**config.mk**
```make
export PLATFORM = sky130hd
export DESIGN_NAME = clockgen_multi_flat
export DESIGN_NICKNAME = d
export VERILOG_FILES = /design/src/rtl/clockgen_multi_if.sv /design/src/rtl/clockgen_multi.sv /design/src/flat_wrapper.sv
export SDC_FILE = /design/constraint.sdc
export NUM_CORES = 1
export LEC_CHECK = 0
export CAP_MARGIN = 20
export CORE_ASPECT_RATIO = 0.9
export CORE_MARGIN = 2
export CORE_UTILIZATION = 52
export DETAILED_ROUTE_END_ITERATION = 16
export PLACE_DENSITY = 0.77
export RECOVER_POWER = 25
export SYNTH_ARGS = -nofsm -noshare
export SYNTH_HDL_FRONTEND = slang
export SYNTH_SLANG_ARGS = --single-unit
```
**constraint.sdc**
```tcl
create_clock -name clk -period 1.67 [get_ports clk]
set_input_delay 0.167 -clock clk [delete_from_list [all_inputs] [get_ports clk]]
set_output_delay 0.167 -clock clk [all_outputs]
set_load 0.05 [all_outputs]
```
**src/rtl/clockgen_multi_if.sv**
```systemverilog
// ---------------------------------------------------------------------------
// clockgen_multi_if
// Configuration bus of the multi-channel clock generator.
//   cfg_we   : write strobe (one clk per write)
//   cfg_ch   : target channel; values >= NCH are ignored by the generator
//   cfg_div  : period-1 of the target channel (0 is stored as 1)
//   cfg_high : high time of the target channel (only with CLOCKGEN_DUTY_EN)
//   pending  : per-channel flag, shadow configuration not yet applied
// Modports: master = configuration source, slave = clockgen_multi.
// Optional feature macro: CLOCKGEN_DUTY_EN.
// ---------------------------------------------------------------------------
interface clockgen_multi_if #(
    parameter int NCH  = 2,
    parameter int DIVW = 6,
    parameter int CHW  = (NCH > 1) ? $clog2(NCH) : 1
);
    logic            cfg_we;
    logic [CHW-1:0]  cfg_ch;
    logic [DIVW-1:0] cfg_div;
`ifdef CLOCKGEN_DUTY_EN
    logic [DIVW-1:0] cfg_high;
`endif
    logic [NCH-1:0]  pending;

`ifdef CLOCKGEN_DUTY_EN
    modport master (output cfg_we, cfg_ch, cfg_div, cfg_high, input pending);
    modport slave  (input cfg_we, cfg_ch, cfg_div, cfg_high, output pending);
`else
    modport master (output cfg_we, cfg_ch, cfg_div, input pending);
    modport slave  (input cfg_we, cfg_ch, cfg_div, output pending);
`endif
endinterface

```
**src/rtl/clockgen_multi.sv**
```systemverilog
// ---------------------------------------------------------------------------
// clockgen_multi
// NCH independent clock channels, each dividing clk by an integer period
// P = cfg_div+1 (2..2^DIVW). Per channel a registered divided clock (phase)
// and a one-clk strobe on every phase rising edge (sync).
//
// Ports:
//   clk      in   system clock
//   reset    in   asynchronous, active-high
//   shift    in   1 = every channel counter holds (phase slips 1 clk/cycle)
//   stretch  in   [NCH] per-channel veto, holds the channel at its wrap point
//   resync   in   pulse, all counters to 0 on the same edge
//   cfg      if   configuration bus (slave modport), carries pending[NCH]
//   phase    out  [NCH] divided clocks, registered
//   sync     out  [NCH] sync strobes, registered
//
// Optional feature macro: CLOCKGEN_DUTY_EN adds a programmable high time
// per channel (cfg_high, clamped to 1..P-1). Without it the high time is
// ceil(P/2).
//
// New configuration is written into a shadow register and only copied to
// the active register when the counter restarts at 0 (wrap or resync), so
// a period/duty change never produces a truncated or stretched pulse.
// ---------------------------------------------------------------------------
module clockgen_multi #(
    parameter int NCH      = 2,
    parameter int DIVW     = 6,
    parameter int DIV_INIT = 1
) (
    input  logic            clk,
    input  logic            reset,
    input  logic            shift,
    input  logic [NCH-1:0]  stretch,
    input  logic            resync,
    clockgen_multi_if.slave cfg,
    output logic [NCH-1:0]  phase,
    output logic [NCH-1:0]  sync
);

    // A stored divider of 0 would mean P=1, which cannot toggle.
    localparam logic [DIVW-1:0] DIV_RST = (DIV_INIT == 0) ? DIVW'(1) : DIVW'(DIV_INIT);
`ifdef CLOCKGEN_DUTY_EN
    localparam logic [DIVW-1:0] HIGH_RST = DIVW'((int'(DIV_RST) + 2) / 2);
`endif

    logic [NCH-1:0] w_pend;

    assign cfg.pending = w_pend;

    genvar gi;
    generate
        for (gi = 0; gi < NCH; gi++) begin : g_ch
            logic [DIVW-1:0] r_cnt;
            logic [DIVW-1:0] r_div_act;
            logic [DIVW-1:0] r_div_shd;
            logic            r_pend;
            logic            r_first;
            logic            r_phase;
            logic            r_sync;
            logic            w_sel;
            logic            w_at_end;
            logic            w_wrap;
            logic            w_load;
            logic [DIVW-1:0] w_div_wr;
            logic [DIVW-1:0] w_cnt_next;
            logic [DIVW:0]   w_high;

            assign w_sel    = cfg.cfg_we && (32'(cfg.cfg_ch) == gi);
            assign w_div_wr = (cfg.cfg_div == '0) ? DIVW'(1) : cfg.cfg_div;
            assign w_at_end = (r_cnt == r_div_act);
            assign w_wrap   = !shift && !stretch[gi] && w_at_end;
            // resync overrides both shift and stretch.
            assign w_load   = resync || w_wrap;

            always_comb begin
                w_cnt_next = r_cnt;
                if (w_load) begin
                    w_cnt_next = '0;
                end else if (!shift && !w_at_end) begin
                    w_cnt_next = r_cnt + DIVW'(1);
                end
            end

`ifdef CLOCKGEN_DUTY_EN
            logic [DIVW-1:0] r_high_act;
            logic [DIVW-1:0] r_high_shd;

            // Clamp is applied at use so a high time stored against one
            // period stays valid if only the period changes later.
            always_comb begin
                w_high = {1'b0, r_high_act};
                if (r_high_act == '0) begin
                    w_high = (DIVW+1)'(1);
                end else if (r_high_act > r_div_act) begin
                    w_high = {1'b0, r_div_act};
                end
            end

            always_ff @(posedge clk or posedge reset) begin
                if (reset) begin
                    r_high_act <= HIGH_RST;
                    r_high_shd <= HIGH_RST;
                end else begin
                    if (w_load) begin
                        r_high_act <= r_high_shd;
                    end
                    if (w_sel) begin
                        r_high_shd <= cfg.cfg_high;
                    end
                end
            end
`else
            // ceil(P/2) with P = div+1, one extra bit for the sum.
            assign w_high = ({1'b0, r_div_act} + (DIVW+1)'(2)) >> 1;
`endif

            always_ff @(posedge clk or posedge reset) begin
                if (reset) begin
                    r_cnt     <= '0;
                    r_div_act <= DIV_RST;
                    r_div_shd <= DIV_RST;
                    r_pend    <= 1'b0;
                    r_first   <= 1'b0;
                    r_phase   <= 1'b0;
                    r_sync    <= 1'b0;
                end else begin
                    r_cnt   <= w_cnt_next;
                    r_first <= w_load;
                    r_phase <= ({1'b0, r_cnt} < w_high);
                    r_sync  <= r_first;
                    // Apply uses the shadow as it was before this edge, so a
                    // write landing on the wrap edge stays pending.
                    if (w_load) begin
                        r_div_act <= r_div_shd;
                    end
                    if (w_sel) begin
                        r_div_shd <= w_div_wr;
                    end
                    if (w_sel) begin
                        r_pend <= 1'b1;
                    end else if (w_load) begin
                        r_pend <= 1'b0;
                    end
                end
            end

            assign phase[gi]  = r_phase;
            assign sync[gi]   = r_sync;
            assign w_pend[gi] = r_pend;
        end
    endgenerate

endmodule

```
**src/flat_wrapper.sv**
```systemverilog
// flat-port wrapper written by rule: the top's interface ports become plain ports
module clockgen_multi_flat 
#(
    parameter int NCH      = 2,
    parameter int DIVW     = 6,
    parameter int DIV_INIT = 1
)
  (clk, reset, shift, stretch, resync, phase, sync, cfg_cfg_we, cfg_cfg_ch, cfg_cfg_div, cfg_pending);
  clockgen_multi_if #(.NCH(NCH), .DIVW(DIVW)) cfg_i ();
  input  logic clk;
  input  logic reset;
  input  logic shift;
  input  logic [NCH-1:0] stretch;
  input  logic resync;
  output logic [NCH-1:0] phase;
  output logic [NCH-1:0] sync;
  input wire logic [$bits(cfg_i.cfg_we)-1:0] cfg_cfg_we;
  input wire logic [$bits(cfg_i.cfg_ch)-1:0] cfg_cfg_ch;
  input wire logic [$bits(cfg_i.cfg_div)-1:0] cfg_cfg_div;
  output wire logic [$bits(cfg_i.pending)-1:0] cfg_pending;
  assign cfg_i.cfg_we = cfg_cfg_we;
  assign cfg_i.cfg_ch = cfg_cfg_ch;
  assign cfg_i.cfg_div = cfg_cfg_div;
  assign cfg_pending = cfg_i.pending;
  clockgen_multi #(.NCH(NCH), .DIVW(DIVW), .DIV_INIT(DIV_INIT)) u_core (.clk(clk), .reset(reset), .shift(shift), .stretch(stretch), .resync(resync), .cfg(cfg_i), .phase(phase), .sync(sync));
endmodule
```
== Yosys cells after proc, flatten, opt, wreduce, memory -nomap -nowiden ==
Cells that the tools add are included.

* Flip-flop bits (word level): 44
* Input port bits: 14
* Output and inout port bits: 6
* Logic and storage cells: 52

* Add/sub/neg operators: 4
* Magnitude comparators: 2
* Eq/ne operators: 2
* Multiplexer cells: 9
* Bitwise operators: 1
* Reduce and logical (&&, ||, !) cells: 20

{| class="wikitable"
|+ Operators with widths
! operator !! number
|-
| $mux 6 || 5
|-
| $add 6x2->7 const B || 2
|-
| $add 6x1->6 const B || 2
|-
| $eq 6x6->1 || 2
|-
| $lt 6x6->1 || 2
|-
| $logic_and 1x1->1 || 8
|-
| $reduce_bool 2->1 || 4
|-
| $logic_not 6->1 || 1
|-
| $logic_not 1->1 || 5
|-
| $mux 1 || 4
|-
| $logic_or 1x1->1 || 2
|-
| $not 1->1 || 1
|}

== Logic depth before layout (Yosys ltp) ==
Gate-level depths: netlist of run 1.

* Depth in word-level cells: 6
* Gate-level depth with buffers: 7
* Gate-level depth less buffers: 7

== Worst setup path before layout of run 1 ==
Ideal clock, no wire load.

* Kind: register to register
* Start point: register u_core.g_ch[1].r_div_act[0]
* End point: register u_core.g_ch[1].r_div_act[2]
* Setup time: 0.125 ns
* Arrival: 1.576 ns
* Data required time: 1.545 ns
* Path slack: -0.031 ns
* Cell stages (with the launch flop): 6
* Buffers on the path: 1
* Clock period less this slack: 1.701 ns
* Cell sequence: dfstp_2 xnor2_1 nand4_1 o21bai_1 buf_6 mux2_2

* Longest elaborated chain between the ends: 3

{| class="wikitable"
|+ RTL lines
! element !! RTL line !! source
|-
| start: declaration || clockgen_multi.sv:54 || <nowiki>logic [DIVW-1:0] r_div_act;</nowiki>
|-
| start signal: assignment || clockgen_multi.sv:134 || <nowiki>r_div_act <= r_div_shd;</nowiki>
|-
| $eq 6x6->1 || clockgen_multi.sv:70 || <nowiki>assign w_at_end = (r_cnt == r_div_act);</nowiki>
|-
| $logic_and 1x1->1 || clockgen_multi.sv:71 || <nowiki>assign w_wrap = !shift && !stretch[gi] && w_at_end;</nowiki>
|-
| $logic_or 1x1->1 || clockgen_multi.sv:73 || <nowiki>assign w_load = resync || w_wrap;</nowiki>
|-
| via u_core.g_ch[1].w_load || clockgen_multi.sv:63 || <nowiki>logic w_load;</nowiki>
|}

The timed path passes the listed nets, and every way through them passes these cells.
A chain may end at the register's enable or synchronous reset.

== Worst setup path in the final report of run 1 ==
* Start point: register u_core.g_ch[0].r_div_act[1]
* End point: register u_core.g_ch[0].r_div_act[2]

* Longest elaborated chain between the ends: 3

{| class="wikitable"
|+ RTL lines
! element !! RTL line
|-
| start: declaration || clockgen_multi.sv:54
|-
| start signal: assignment || clockgen_multi.sv:134
|-
| $eq 6x6->1 || clockgen_multi.sv:70
|-
| $logic_and 1x1->1 || clockgen_multi.sv:71
|-
| $logic_or 1x1->1 || clockgen_multi.sv:73
|}

No other way between the ends.

==> results of run 1 <==
-- worst max-delay path by stage --
stage,endpoint,depth (start not counted),from,slack [ns]
4_1_cts,u_core.g_ch[1].r_div_act[3],5,u_core.g_ch[1].r_div_act[0],-0.003
3_5_place_dp,u_core.g_ch[0].r_div_act[2],6,stretch[0],-0.07
2_1_floorplan,u_core.g_ch[1].r_div_act[2],5,u_core.g_ch[1].r_div_act[0],-0.0007
3_3_place_gp,u_core.g_ch[0].r_div_act[1],6,stretch[0],-0.002
5_1_grt,u_core.g_ch[0].r_div_act[5],6,u_core.g_ch[0].r_div_act[1],-0.17
6_report,u_core.g_ch[0].r_div_act[2],6,u_core.g_ch[0].r_div_act[1],-0.09
-- cell type report --
class,count,area [um2],area share
multi-input cells,177,1500,0.452
flip-flops and latches,44,1110,0.335
repair buffers,59,495,0.150
well taps,65,81.3,0.0245
clock buffers,6,72.6,0.0219
clock inverters,2,35.0,0.0106
inverters,6,22.5,0.00680
-- power by group through the flow --
stage | sequential, mW | combinational [mW] | clock, mW
6_report | 1.35 | 1.08 | 0.819
5_1_grt | 1.37 | 1.17 | 0.882
4_1_cts | 1.32 | 0.898 | 0.823
3_5_place_dp | 1.34 | 0.854 | 0
3_3_place_gp | 1.33 | 0.836 | 0
2_1_floorplan | 1.33 | 0.606 | 0
-- layer usage --
metal / GRT usage / wire length (um) / vias to the layer above
li1: - / - / 957
met1: 0.294 / 2550 / 1001
met2: 0.327 / 2930 / 72
met3: 0.0523 / 376 / 10
met4: 0.0624 / 124 / 0
met5: 0 / 0 / -
-- cell families (layout without fill, tap and decap cells) --
logic type,Yosys count,after routing,share of synthesized area
adders and majority gates,14,14,0.0683
AOI/OAI and AO/OA,50,50,0.126
xor gates and xnor gates,18,18,0.0615
DFF,44,44,0.431
and+or+nand+nor,66,66,0.132
muxes,29,29,0.129
buffers and inverters,24,73,0.0522
-- cells in the mapped netlist (2+ instances only) --
library cell / n / area, um2
o21ai_0: 25 / 125
nor3_1: 3 / 15.0
ha_1: 14 / 175
mux2_2: 20 / 225
a2111o_1: 2 / 22.5
and2_1: 2 / 12.5
mux2_4: 3 / 45.0
a31oi_1: 3 / 18.8
mux2i_1: 6 / 60.1
buf_6: 2 / 22.5
nor2_1: 14 / 52.6
dfrtp_1: 40 / 1000
xnor2_1: 14 / 123
nor2b_1: 12 / 75.1
xor2_1: 4 / 35.0
a21oi_1: 6 / 30.0
clkbuf_1: 7 / 26.3
nand4_1: 2 / 12.5
nand2_1: 13 / 48.8
buf_2: 2 / 10.0
dfstp_2: 4 / 105
a211oi_1: 6 / 45.0
nand3_1: 13 / 65.1
buf_4: 7 / 52.6
o21a_1: 3 / 22.5
o21bai_1: 3 / 22.5
inv_1: 6 / 22.5
-- stage by stage --
| step | total power, mW | setup slack (ns) | setup TNS, ns |
|---|---|---|---|
| after floorplan | 1.94 | -0.000680 | -0.00136 |
| after global placement | 2.17 | -0.00241 | -0.00548 |
| after detailed placement | 2.19 | -0.0724 | -0.388 |
| after CTS | 3.04 | -0.00316 | -0.00316 |
| after global routing | 3.43 | -0.170 | -2.28 |
| final | 3.26 | -0.0948 | -1.03 |
-- registers in the layout, summed over array words and instances (netlist names) --
signal,count
u_core.g_ch.r_cnt,12
u_core.g_ch.r_div_act,12
u_core.g_ch.r_div_shd,12
u_core.g_ch.r_first,2
u_core.g_ch.r_pend,2
u_core.g_ch.r_phase,2
u_core.g_ch.r_sync,2
-- worst reg2reg max path, delay by kind of cell (launching register included) --
kind	cells	cell delay, ns
compound gates	1	0.22
xor+xnor	1	0.17
buf+inv	2	0.37
flops	1	0.46
mux	1	0.31
simple gates	1	0.14
-- cell usage in the layout, fill, tap and decap left out, types with 3 or more instances in the layout --
cell type and instances:
nand2_1 13, mux2_4 12, xnor2_1 5, o21ai_2 3, mux2i_1 6, xnor2_2 9, ha_1 11, a211oi_2 3
a31oi_1 3, dfstp_2 4, nor3_1 3, a211oi_1 3, inv_1 4, a21oi_1 5, nor2b_1 12, nand3_1 13
buf_4 38, nor2_1 13, o21a_1 3, o21bai_1 3, clkdlybuf4s50_1 16, dfrtp_1 37, ha_4 3, xor2_1 4
mux2_2 11, o21ai_0 21, clkbuf_8 5, dfrtp_2 3
-- repair_timing --
action / CTS / global route
pin swaps: 3 / 13
resized for setup: 2 / 38
buffers inserted: 5 / 2
hold buffers: 0 / 0
endpoints found under the setup margin: 9 / 21
cloned: 0 / 0
==> qor.txt, run 1 <==
Final Util - 0.690
Final hold vios - 0
Port Buf Inserts - 19
Synthesized cell area - 0.00256 mm2
Clk pin slew, worst setup/hold paths - 0.08 ns
H-Tree Depth - 2
Global-route wire length before repair - 9.04 mm
Synthesized area per cell - 10.5 um2
Worst Path Buf+Inv - 2
CP arrival - 1.96 ns
Initial DRC Count - 170
Async S/R FF share, synth - 1.00
Final worst path period share - 1.06
MaxCap Viol Count - 0
Rel. slew slack - 0.291
Failing checks - setup timing
GRT Total Usage - 0.209
Worst hold path stage count - 0
Synthesized Nets - 273
Hold path startpoint - u_core.g_ch[0].r_first
Peak VDD IR - 597 uV
Clk_lat worst skew - 0.30 ns
Delay of the slowest critical-path stage - 0.46 ns
Avg WL per Cell - 16.7 um
Crit path time final - 1.76 ns
Share of cells above drive strength 1 - 0.354
R2R Path End - u_core.g_ch[0].r_div_act[2]
ANT cells - 0
Die height - 70.6 um
Final WS setup - -0.0948 ns
Initial antenna violation count - 0
CTS buffer count - 5
Logic pwr share - 0.333
Worst path required time - 1.86 ns
Nets - 321
Setup crit end kind - flip-flop
Router iterations before antenna repair - 4
Core area - 0.00480 mm2
Max FO, Critical Path - 8
Vias in the first global route - 1901
Synth Flop Type - dfrtp_1
Slowest cell on the critical path - dfrtp_1
Hold WS - 0.353 ns
Startpoint type of the worst setup path - flip-flop
Initial Util - 0.534
Least-Margin Pin Slew - 1.06 ns
EDFF count, synth - 0
Reg-to-reg startpoint - u_core.g_ch[0].r_div_act[1]
Avg Vias per Cell - 5.68
Reg2reg setup slack - -0.09 ns
Seq cells post-synth - 44
Power per cell area - 983 mW/mm2
WL final - 5.99 mm
Post-Place Cell Area - 0.00300 mm2
Peak Freq - 0.567 GHz
Drt drc - 0
Full die area - 0.00551 mm2
Design Area, Final - 0.00331 mm2
# fillers - 350
Crit-path cells - buf_4 > xnor2_2 > nand3_1 > o21bai_1 > buf_6 > mux2_4
Die Wd - 78.0 um
Clock skew - 0.00847 ns
Post-route insts no fill - 359
Hold/Removal Path Class - reg -> reg
Lkg Pwr - 1.43 nW
RePlAce Congestion - 0.874
Crit path max-delay family - flip-flops
IO Count - 20
Area growth syn-to-layout - 29.2%
Root buf cell - clkbuf_8
RSZ-0062 raised after global routing - yes
Warnings, synthesis - 0
Final Max Slew Viols - 0
Register area share after synthesis - 0.431
Power share of the sequential group - 0.416
CTS tree - built
Setup-failing EPs final - 15
Count of cell types in the netlist - 36
Row cnt - 24
Post-DP HPWL - 3.80 mm
Clk sinks - 44
Grt total ovfl - 0
Worst Hold End - u_core.g_ch[0].r_sync
Worst setup path class - reg -> reg
Post-Place Cells - 344
Post-DRT Antenna Nets - 0
Switching Share - 0.320
Via count - 2040
P_sw - 1.04 mW
Clock Tree Buf Depth - 2
Outcome - finished with violations
Power Internal - 2.22 mW
Cells after synthesis - 245
Clock power frac - 0.251
Largest net degree at the start of global routing - 45
Worst-case reg-to-reg path depth - 6
No activity file was read; power rests on OpenSTA's default activity.
==> run 2, diff against run 1 <==
--- a/config.mk
+++ b/config.mk
@@ -12,6 +12,7 @@
 export DETAILED_ROUTE_END_ITERATION = 16
 export PLACE_DENSITY = 0.77
 export RECOVER_POWER = 25
+export REMOVE_ABC_BUFFERS = 1
 export SYNTH_ARGS = -nofsm -noshare
 export SYNTH_HDL_FRONTEND = slang
 export SYNTH_SLANG_ARGS = --single-unit
==> run 2 against run 1 <==
- the flow still finishes with violations (setup timing)
- clock-buffer cell count down 1
- critical path type unchanged
- global-route usage is 2.3 points higher
- total power increased by 4.1%
- via count grew 2.3%
- sequential cell count stayed put
- core utilization increased by 0.96 points
- largest power group unchanged
==> qor.txt, run 2 (synthesized netlist as in run 1, its figures left out) <==
Startpoint type of the worst setup path - flip-flop
Met2 Track Usage GR - 0.379 (+0.0527)
Final hold vios - 0 (unchanged)
Design Area, Final - 0.00336 mm2 (+1.4%)
Commonest non-fill, non-tap cell in the layout - buf_4
Post-DP HPWL - 3.96 mm (+4.3%)
Largest net degree at the start of global routing - 45 (unchanged)
Hold/Removal Path Class - reg -> reg
CTS tree - built
Final worst path period share - 1.05 (-0.00705)
Lkg Pwr - 1.43 nW (about the same)
Slowest cell on the critical path - dfstp_2
Initial DRC Count - 249 (+46%)
Overall Power - 3.39 mW (+4.1%)
Power Internal - 2.27 mW (+2.3%)
Rel. slew slack - 0.295 (+0.00363)
Root buf cell - clkbuf_8
RePlAce Congestion - 0.861 (-1.5%)
Post-DRT Antenna Nets - 0 (unchanged)
Drt drc - 0 (unchanged)
Worst setup path class - reg -> reg
CP arrival - 1.99 ns (+0.03 ns)
Router iterations before antenna repair - 4 (unchanged)
Max FO, Critical Path - 8 (unchanged)
Via count - 2086 (+2.3%)
Grt total ovfl - 0 (unchanged)
Avg WL per Cell - 18.2 um (+9.1%)
Final WS setup - -0.0831 ns (+0.0118 ns)
Busiest grt layer - met2
Clk sinks - 44 (unchanged)
Clk pin slew, worst setup/hold paths - 0.09 ns (about the same)
Peak VDD IR - 644 uV (+7.8%)
RSZ-0062 raised after global routing - yes
H-Tree Depth - 2 (unchanged)
Setup crit end kind - flip-flop
Global-route wire length before repair - 9.71 mm (+7.4%)
Row cnt - 24 (unchanged)
Delay of the slowest critical-path stage - 0.56 ns (+0.10 ns)
Port Buf Inserts - 19 (unchanged)
P_sw - 1.12 mW (+7.9%)
Routing usage on met1 - 0.305 (+0.0113)
Initial Util - 0.534 (unchanged)
Die Wd - 78.0 um (unchanged)
Vias in the first global route - 1956 (+2.9%)
Full die area - 0.00551 mm2 (unchanged)
Clk_lat worst skew - 0.31 ns (about the same)
Power share of the sequential group - 0.401 (-0.015)
Met3 usage - 0.0536 (+0.00128)
Power per cell area - 1010 mW/mm2 (+2.7%)
Initial antenna violation count - 0 (unchanged)
IO Count - 20 (unchanged)
Most frequent cells in the layout - 41 x buf_4, 35 x dfrtp_1, 22 x o21ai_0, 16 x clkdlybuf4s50_1, 14 x nor2_1
Final Max Slew Viols - 0 (unchanged)
Least-Margin Pin Slew - 1.06 ns (-0.00544 ns)
Core area - 0.00480 mm2 (unchanged)
Failing checks - setup timing
Switching Share - 0.331 (+0.0115)
Crit path time final - 1.75 ns (-0.0118 ns)
MaxCap Viol Count - 0 (unchanged)
Post-Place Cell Area - 0.00298 mm2 (-0.50%)
Avg Vias per Cell - 5.79 (+2.0%)
WL final - 6.55 mm (+9.4%)
Outcome - finished with violations
Logic pwr share - 0.349 (+0.016)
Crit-path cells - xnor2_2 > nand4_1 > o21bai_1 > buf_4 > mux2_2
Area growth syn-to-layout - 31.0%
Worst path required time - 1.91 ns (+0.05 ns)
Clock power frac - 0.250 (about the same)
Nets - 322 (+0.31%)
Top Registers - u_core.g_ch.r_cnt x12, u_core.g_ch.r_div_act x12, u_core.g_ch.r_div_shd x12
Share of cells above drive strength 1 - 0.373 (+0.0191)
ANT cells - 0 (unchanged)
Die height - 70.6 um (unchanged)
Clock Tree Buf Depth - 2 (unchanged)
CTS buffer count - 5 (unchanged)
Setup-failing EPs final - 13 (-2)
Clock skew - 0.0108 ns (+0.00235 ns)
Peak Freq - 0.570 GHz (+0.67%)
GRT Total Usage - 0.232 (+0.0229)
-- run 2: cell count changes in the layout (fill, tap and decap cells not counted), moves of 2 or more --
| cell | previous run | this run |
|---|---|---|
| buf_4 | 38 | 41 |
| buf_6 | 2 | 0 |
| dfrtp_1 | 37 | 35 |
| dfrtp_2 | 3 | 5 |
| ha_1 | 11 | 9 |
| ha_4 | 3 | 5 |
| o21ai_2 | 3 | 0 |
-- run 2: through the flow --
step	utilization	setup WS [ns]	hold WS [ns]	std cells	TNS, ns
3_5_place_dp	0.621	-0.135	0.337	344	-0.862
3_3_place_gp	0.621	-0.0317	0.332	344	-0.125
2_1_floorplan	-	-0.352	0.318	227	-3.92
4_1_cts	0.659	-0.0268	0.205	358	-0.0508
6_report	0.699	-0.0831	0.356	360	-0.781
5_1_grt	0.699	-0.140	0.377	360	-1.67
-- run 2: path summary, 6_finish.rpt --
kind                                              from                           to  slack [ns]  cells after the start
min in group asynchronous                        reset       u_core.g_ch[0].r_first        0.62                      3
max in group asynchronous                        reset  u_core.g_ch[0].r_div_act[1]        0.32                      3
min                             u_core.g_ch[0].r_first        u_core.g_ch[0].r_sync        0.36                      0
min reg2reg                     u_core.g_ch[0].r_first        u_core.g_ch[0].r_sync        0.36                      0
max reg2reg                u_core.g_ch[1].r_div_act[0]  u_core.g_ch[1].r_div_act[0]       -0.08                      5
max                        u_core.g_ch[1].r_div_act[0]  u_core.g_ch[1].r_div_act[0]       -0.08                      5
-- run 2: worst max-delay path: cells and delay by family (launching register included) --
family                 cells  cell delay [ns]
flip-flops                 1             0.56
multiplexers               1             0.37
AO/OA/AOI/OAI              1             0.23
buffers and inverters      1             0.23
AND/OR/NAND/NOR            1             0.16
XOR/XNOR                   1             0.13
-- run 2: power by group through the flow --
stage          clock, mW  sequential (mW)  combinational (mW)
5_1_grt            0.894             1.37                1.27
6_report           0.847             1.36                1.18
4_1_cts            0.861             1.32               0.964
2_1_floorplan          0             1.39               0.479
3_5_place_dp           0             1.33               0.901
3_3_place_gp           0             1.33               0.861
-- run 2: area by class of cell --
class                           count  area [um2]
Inverter                            6        22.5
Tap cell                           65        81.3
Timing Repair Buffer               60         495
Clock buffer                        5        68.8
Sequential cell                    44        1110
Multi-Input combinational cell    177        1540
Fill cell                         335        1450
Clock inverter                      3        42.5
-- run 2: per-layer routing --
metal  vias up  wire length [um]
met3        13               383
met1      1027              2800
met2        81              3250
met4         0               116
met5         -                 0
li1        965                 -
-- run 2: timing repair --
item                       CTS  global route
resized for setup            9            35
setup buffers                6             3
pin swaps                    6            14
hold buffers                 0             0
setup endpoints to repair   14            18
